## config.mk

```make
export PLATFORM = sky130hd
export DESIGN_NAME = bias_bank_sched
export DESIGN_NICKNAME = d
export VERILOG_FILES = /design/src/rtl/bias_sched_pkg.sv /design/src/rtl/bias_fill_fsm.sv /design/src/rtl/bias_bank_sched.sv
export SDC_FILE = /design/constraint.sdc
export NUM_CORES = 1
export LEC_CHECK = 0
export CAP_MARGIN = 20
export CORE_MARGIN = 2
export CORE_UTILIZATION = 30
export DETAILED_ROUTE_END_ITERATION = 12
export GPL_TIMING_DRIVEN = 0
export PLACE_DENSITY = 0.65
export SLEW_MARGIN = 20
export SYNTH_ARGS = -nofsm -noshare
export SYNTH_HDL_FRONTEND = slang
export SYNTH_SLANG_ARGS = --single-unit
```

## constraint.sdc

```tcl
create_clock -name clk -period 2.35 [get_ports clk]
set_input_delay 0.235 -clock clk [delete_from_list [all_inputs] [get_ports clk]]
set_output_delay 0.235 -clock clk [all_outputs]
set_load 0.02 [all_outputs]
```

## src/rtl/bias_sched_pkg.sv

```systemverilog
// rtl/bias_sched_pkg.sv - shared types and defaults for the bias bank scheduler
package bias_sched_pkg;

    localparam int ADDR_W_DEF = 9;
    localparam int DATA_W_DEF = 32;

    localparam logic BANK0 = 1'b0;

    typedef enum logic [1:0] {
        F_IDLE = 2'd0,
        F_LOAD = 2'd1,
        F_FULL = 2'd2
    } fill_state_t;

endpackage

```

## src/rtl/bias_fill_fsm.sv

```systemverilog
// rtl/bias_fill_fsm.sv - idle-bank fill FSM with length latch, write pointer and registered RAM write port
module bias_fill_fsm
    import bias_sched_pkg::*;
#(
    parameter int ADDR_W = ADDR_W_DEF,
    parameter int DATA_W = DATA_W_DEF
) (
    input  logic              clk,
    input  logic              rstn,
    input  logic              load_start,
    input  logic [ADDR_W:0]   load_len,
    input  logic              ld_valid,
    output logic              ld_ready,
    input  logic [DATA_W-1:0] ld_data,
    input  logic              act_bank,
    input  logic              swap_accept,
    output logic              load_done,
    output logic              layer_ready,
    output logic              mem_we,
    output logic [ADDR_W:0]   mem_waddr,
    output logic [DATA_W-1:0] mem_wdata
);

    localparam logic [ADDR_W:0] MAX_LEN = {1'b1, {ADDR_W{1'b0}}};

    fill_state_t       state;
    logic [ADDR_W:0]   len;
    logic [ADDR_W-1:0] wr_ptr;
    logic              len_ok;
    logic              beat;
    logic              last_beat;

    // Readiness flags come straight off the state register so a beat arriving
    // on the cycle the fill completes is never accepted.
    assign ld_ready    = (state == F_LOAD);
    assign layer_ready = (state == F_FULL);

    assign len_ok    = (load_len != '0) && (load_len <= MAX_LEN);
    assign beat      = ld_valid && ld_ready;
    assign last_beat = ({1'b0, wr_ptr} == (len - 1'b1));

    always_ff @(posedge clk or negedge rstn) begin
        if (!rstn) begin
            state     <= F_IDLE;
            len       <= '0;
            wr_ptr    <= '0;
            load_done <= 1'b0;
            mem_we    <= 1'b0;
            mem_waddr <= '0;
            mem_wdata <= '0;
        end else begin
            load_done <= 1'b0;
            mem_we    <= beat;
            if (beat) begin
                mem_waddr <= {~act_bank, wr_ptr};
                mem_wdata <= ld_data;
                wr_ptr    <= wr_ptr + 1'b1;
            end
            case (state)
                F_IDLE: begin
                    if (load_start && len_ok) begin
                        len    <= load_len;
                        wr_ptr <= '0;
                        state  <= F_LOAD;
                    end
                end
                F_LOAD: begin
                    if (beat && last_beat) begin
                        state     <= F_FULL;
                        load_done <= 1'b1;
                    end
                end
                F_FULL: begin
                    if (swap_accept) begin
                        state <= F_IDLE;
                    end
                end
                default: state <= F_IDLE;
            endcase
        end
    end

endmodule

```

## src/rtl/bias_bank_sched.sv

```systemverilog
// rtl/bias_bank_sched.sv - ping-pong bias bank scheduler; optional BIAS_SCHED_STALL_CNT_EN adds stall_cnt
module bias_bank_sched
    import bias_sched_pkg::*;
#(
    parameter int ADDR_W = ADDR_W_DEF,
    parameter int DATA_W = DATA_W_DEF
) (
    input  logic              clk,
    input  logic              rstn,
    input  logic              load_start,
    input  logic [ADDR_W:0]   load_len,
    input  logic              ld_valid,
    output logic              ld_ready,
    input  logic [DATA_W-1:0] ld_data,
    output logic              load_done,
    output logic              layer_ready,
    input  logic              layer_start,
    input  logic              layer_end,
    output logic              layer_active,
    output logic              swap_err,
    input  logic              rd_en,
    input  logic [ADDR_W-1:0] rd_addr,
    output logic              mem_re,
    output logic [ADDR_W:0]   mem_raddr,
    output logic              mem_we,
    output logic [ADDR_W:0]   mem_waddr,
    output logic [DATA_W-1:0] mem_wdata
`ifdef BIAS_SCHED_STALL_CNT_EN
    ,
    output logic [15:0]       stall_cnt
`endif
);

    logic act_bank;
    logic swap_accept;
    logic swap_reject;

    // A swap needs a full idle bank and a free (or just-released) active bank.
    assign swap_accept = layer_start && layer_ready && (!layer_active || layer_end);
    assign swap_reject = layer_start && !swap_accept;

    assign mem_re    = rd_en && layer_active;
    assign mem_raddr = {act_bank, rd_addr};

    bias_fill_fsm #(
        .ADDR_W (ADDR_W),
        .DATA_W (DATA_W)
    ) u_fill (
        .clk         (clk),
        .rstn        (rstn),
        .load_start  (load_start),
        .load_len    (load_len),
        .ld_valid    (ld_valid),
        .ld_ready    (ld_ready),
        .ld_data     (ld_data),
        .act_bank    (act_bank),
        .swap_accept (swap_accept),
        .load_done   (load_done),
        .layer_ready (layer_ready),
        .mem_we      (mem_we),
        .mem_waddr   (mem_waddr),
        .mem_wdata   (mem_wdata)
    );

    always_ff @(posedge clk or negedge rstn) begin
        if (!rstn) begin
            act_bank     <= BANK0;
            layer_active <= 1'b0;
            swap_err     <= 1'b0;
        end else begin
            swap_err <= swap_reject;
            if (swap_accept) begin
                act_bank     <= ~act_bank;
                layer_active <= 1'b1;
            end else if (layer_end) begin
                layer_active <= 1'b0;
            end
        end
    end

`ifdef BIAS_SCHED_STALL_CNT_EN
    always_ff @(posedge clk or negedge rstn) begin
        if (!rstn) begin
            stall_cnt <= '0;
        end else if (swap_reject && (stall_cnt != 16'hFFFF)) begin
            stall_cnt <= stall_cnt + 16'd1;
        end
    end
`endif

endmodule

```

==> impl_metrics.toml <==
[global_route]
grt_start_max_net_pins = 42
antenna_violations_before_repair = 0
first_global_vias = 2742
grt_pass1_wl_um = 13000
total_routing_usage_reported_by_global_routing_pct = 14.5
globalRouteOverflowTotal = 0

[sta]
finalSetupTns_ps = 0
fin_crit_sh_pct = 87.2
clock.fmax_mhz = 488
setup_viol_count_final = 0
timing_worst_slew_pin_value_ps = 626
grt_setup_unrepaired = "no"
finalClockSkew_ps = 5.39
report.final.slew_viol_count = 0
final_period_minus_worst_setup_slack_ps = 2050
worst_slew_margin_rel_pct = 58.0
setup_ws_ps = 300
report.final.hold_viol_count = 0

[clock_network]
cts_hold_repair.buffers = 1
postCtsResizedCells = 0
cts_buf_count = 9
clock_latency_ps = 330
clock_h_tree_levels = 3
clk_pin_slew_ps = 70
clock_path_buffers = 2
post_cts.repair.setup_buffers = 0
tritoncts = "built"
root_buffer_selected_by_cts = "sky130_fd_sc_hd__clkbuf_8"
clock_sinks = 68

[setup_path]
critical_path_peak_fanout = 6
rrSetupSlack_ps = 300
worst_setup_path_class = "flip-flop to flip-flop"
regToRegEndpoint = "u_fill.state[1]$_DFFE_PN0P_"
critPathRequiredTime_ps = 2590
crit_path_end_kind = "flip-flop"
worst_r2r_startpoint = "u_fill.len[0]$_DFFE_PN0P_"
crit_path_buffers_inverters = 1
reg2reg_depth = 7
worst-endpoint-arrival_ps = 2290
cp_slowest_cell = "sky130_fd_sc_hd__or4b_4"
worst_setup_path_start_kind = "flip-flop"
cp_slowest_stage_delay_ps = 510
critical_path.startpoint = "u_fill.len[0]$_DFFE_PN0P_"
crit_family = "simple AND/OR/NAND/NOR gates"
timing.critical_path.cells = "inv_1 -> ha_1 -> or4b_4 -> nor2_1 -> xnor2_1 -> nand4_1 -> o31ai_1"

[power]
p_leak_uw = 0.00212
p_total_uw = 5110
powerDensity_mw_per_mm2 = 1120
vdd.ir_drop.worst_uv = 412

[synthesis]
netlist.area_leader.share_pct = 54.6
synthesis.instances = 349
postSynthRegisterBits = 68
synth_async_sr_flop_share_pct = 100
synthesis.nets = 409
main_synth_ff_type = "sky130_fd_sc_hd__dfrtp_1"
synth_enable_flop_cells = 0
syn_area_mm2 = 0.00312
synth_top_cell_by_area = "sky130_fd_sc_hd__dfrtp_1"
synth-seq-area-share_pct = 54.6
synth.distinct_cells = 44
synth_area_leaders = "sky130_fd_sc_hd__dfrtp_1, sky130_fd_sc_hd__nand2_1, sky130_fd_sc_hd__xnor2_1"
ys.warnings.count = 0
post_synth.cell_area_avg_um2 = 8.94

[cells_and_area]
post-route-cell-area_mm2 = 0.00458
layout_commonest_cell = "sky130_fd_sc_hd__nand2_1"
design.final.nets = 529
diodes = 0
layout.cells.non_filler = 609
drive_gt1_share_pct = 8.88
syn2layout_area_growth_pct = 46.8
mostFrequentLayoutCells = "sky130_fd_sc_hd__nand2_1, sky130_fd_sc_hd__clkdlybuf4s50_1, sky130_fd_sc_hd__dfrtp_1"
fillers = 1001

[place]
placement.setup.worst_slack_ps = 287
placed_cell_area_mm2 = 0.00438
gp_congestion = 0.785
dp.cells = 593
hpwl_um = 5640
port-buffer-count = 107

[outcome]
status = "completed"

[run]
timing.max_cap.violations = 0

[drt]
route.detailed.drc = 0
wl_met1_um = 3580
viasPerCell = 4.50
drt_pass1_iterations = 4
ant_nets = 0
highest-signal-layer = "met4"
route.met3.wl_um = 428
totalWireLength_um = 7770
detailroute.via_count = 2738
detailedRoute.firstIterationViolations = 145
dr_wl_met2_um = 3640
routed_wire_length_per_instance_um = 12.8

[floorplanning]
pin_count = 117
core.rowCount = 37
floorplan.die_area_mm2 = 0.0112
core_mm2 = 0.0102
floorplan.die.height_um = 106
die_w_um = 106
initial_core_utilization_pct = 30.5

[worst_hold_path]
min-delay-path-class = "input port to asynchronous set/reset pin"
[worst max-delay path by stage]
stage / to / slack (ps) / cells past startpoint
6_report: u_fill.state[1]$_DFFE_PN0P_ / 300 / 7
5_1_grt: u_fill.state[1]$_DFFE_PN0P_ / 140 / 7
4_1_cts: u_fill.state[1]$_DFFE_PN0P_ / 280 / 7
3_5_place_dp: u_fill.state[0]$_DFFE_PN0P_ / 290 / 6
3_3_place_gp: u_fill.mem_wdata[25]$_DFFE_PN0P_ / -1300 / 1
2_1_floorplan: u_fill.state[0]$_DFFE_PN0P_ / 540 / 7
[kinds of logic after synthesis]
| kind of cell | after synthesis | share of synthesized area, % |
|---|---|---|
| AND/OR/NAND/NOR | 209 | 28.6 |
| flip-flops | 68 | 54.6 |
| buffers and inverters | 26 | 4.77 |
| AO/OA/AOI/OAI | 23 | 5.37 |
| XOR/XNOR | 21 | 5.90 |
| adder cells (fa/ha/maj) | 2 | 0.802 |
[registers in the layout, indices dropped and copies added (netlist names), 2 cells and up]
name              flops
u_fill.mem_wdata     32
u_fill.len           10
u_fill.mem_waddr     10
u_fill.wr_ptr         9
u_fill.state          2
[cells in the mapped netlist (2+ instances only)]
cell / n
sky130_fd_sc_hd__inv_1: 2
sky130_fd_sc_hd__a211oi_1: 2
sky130_fd_sc_hd__xor2_1: 9
sky130_fd_sc_hd__buf_2: 5
sky130_fd_sc_hd__buf_4: 12
sky130_fd_sc_hd__nor4_1: 2
sky130_fd_sc_hd__nor2b_1: 3
sky130_fd_sc_hd__a21oi_1: 4
sky130_fd_sc_hd__nor3_1: 8
sky130_fd_sc_hd__o211ai_1: 2
sky130_fd_sc_hd__xnor2_1: 12
sky130_fd_sc_hd__clkbuf_1: 6
sky130_fd_sc_hd__o21ai_0: 5
sky130_fd_sc_hd__dfrtp_1: 68
sky130_fd_sc_hd__nand4_1: 5
sky130_fd_sc_hd__ha_1: 2
sky130_fd_sc_hd__and2_1: 2
sky130_fd_sc_hd__nor2_1: 11
sky130_fd_sc_hd__or3_1: 3
sky130_fd_sc_hd__nand2_1: 162
[final cells by class]
| type | instances | area (µm²) | share of cell area, % |
|---|---|---|---|
| multi-input combinational | 255 | 1270 | 27.7 |
| clock inverter | 4 | 50.0 | 1.09 |
| timing repair buffer | 109 | 1100 | 24.0 |
| inverter | 3 | 11.3 | 0.246 |
| tap | 136 | 170 | 3.72 |
| sequential | 68 | 1700 | 37.2 |
| clock buffer | 11 | 141 | 3.09 |
| buffer | 23 | 138 | 3.01 |
[layer usage]
metal	track usage, %	vias up
met1	19.1	1293
met3	3.00	10
met5	0	-
li1	-	1351
met2	23.0	84
met4	6.58	0
[power breakdown]
| group | total [µW] | switching, µW | internal [µW] |
|---|---|---|---|
| registers | 1890 | 338 | 1550 |
| logic | 2270 | 1230 | 1040 |
| clock network | 946 | 434 | 512 |
| total | 5110 | 2000 | 3110 |
[metrics by stage]
stage | util (%) | hold WS (ps)
6_report | 44.8 | 353
5_1_grt | 44.8 | 387
4_1_cts | 44.8 | 348
3_5_place_dp | 42.8 | 179
3_3_place_gp | 42.6 | 457
2_1_floorplan | - | -60.6
[worst register-to-register path: stages (launching register included)]
cell and delay (ps):
sky130_fd_sc_hd__dfrtp_1 460, sky130_fd_sc_hd__inv_1 120, sky130_fd_sc_hd__ha_1 190, sky130_fd_sc_hd__or4b_4 510, sky130_fd_sc_hd__nor2_1 130, sky130_fd_sc_hd__xnor2_1 150, sky130_fd_sc_hd__nand4_1 170, sky130_fd_sc_hd__o31ai_1 230
(Power assumes the default switching activity.)
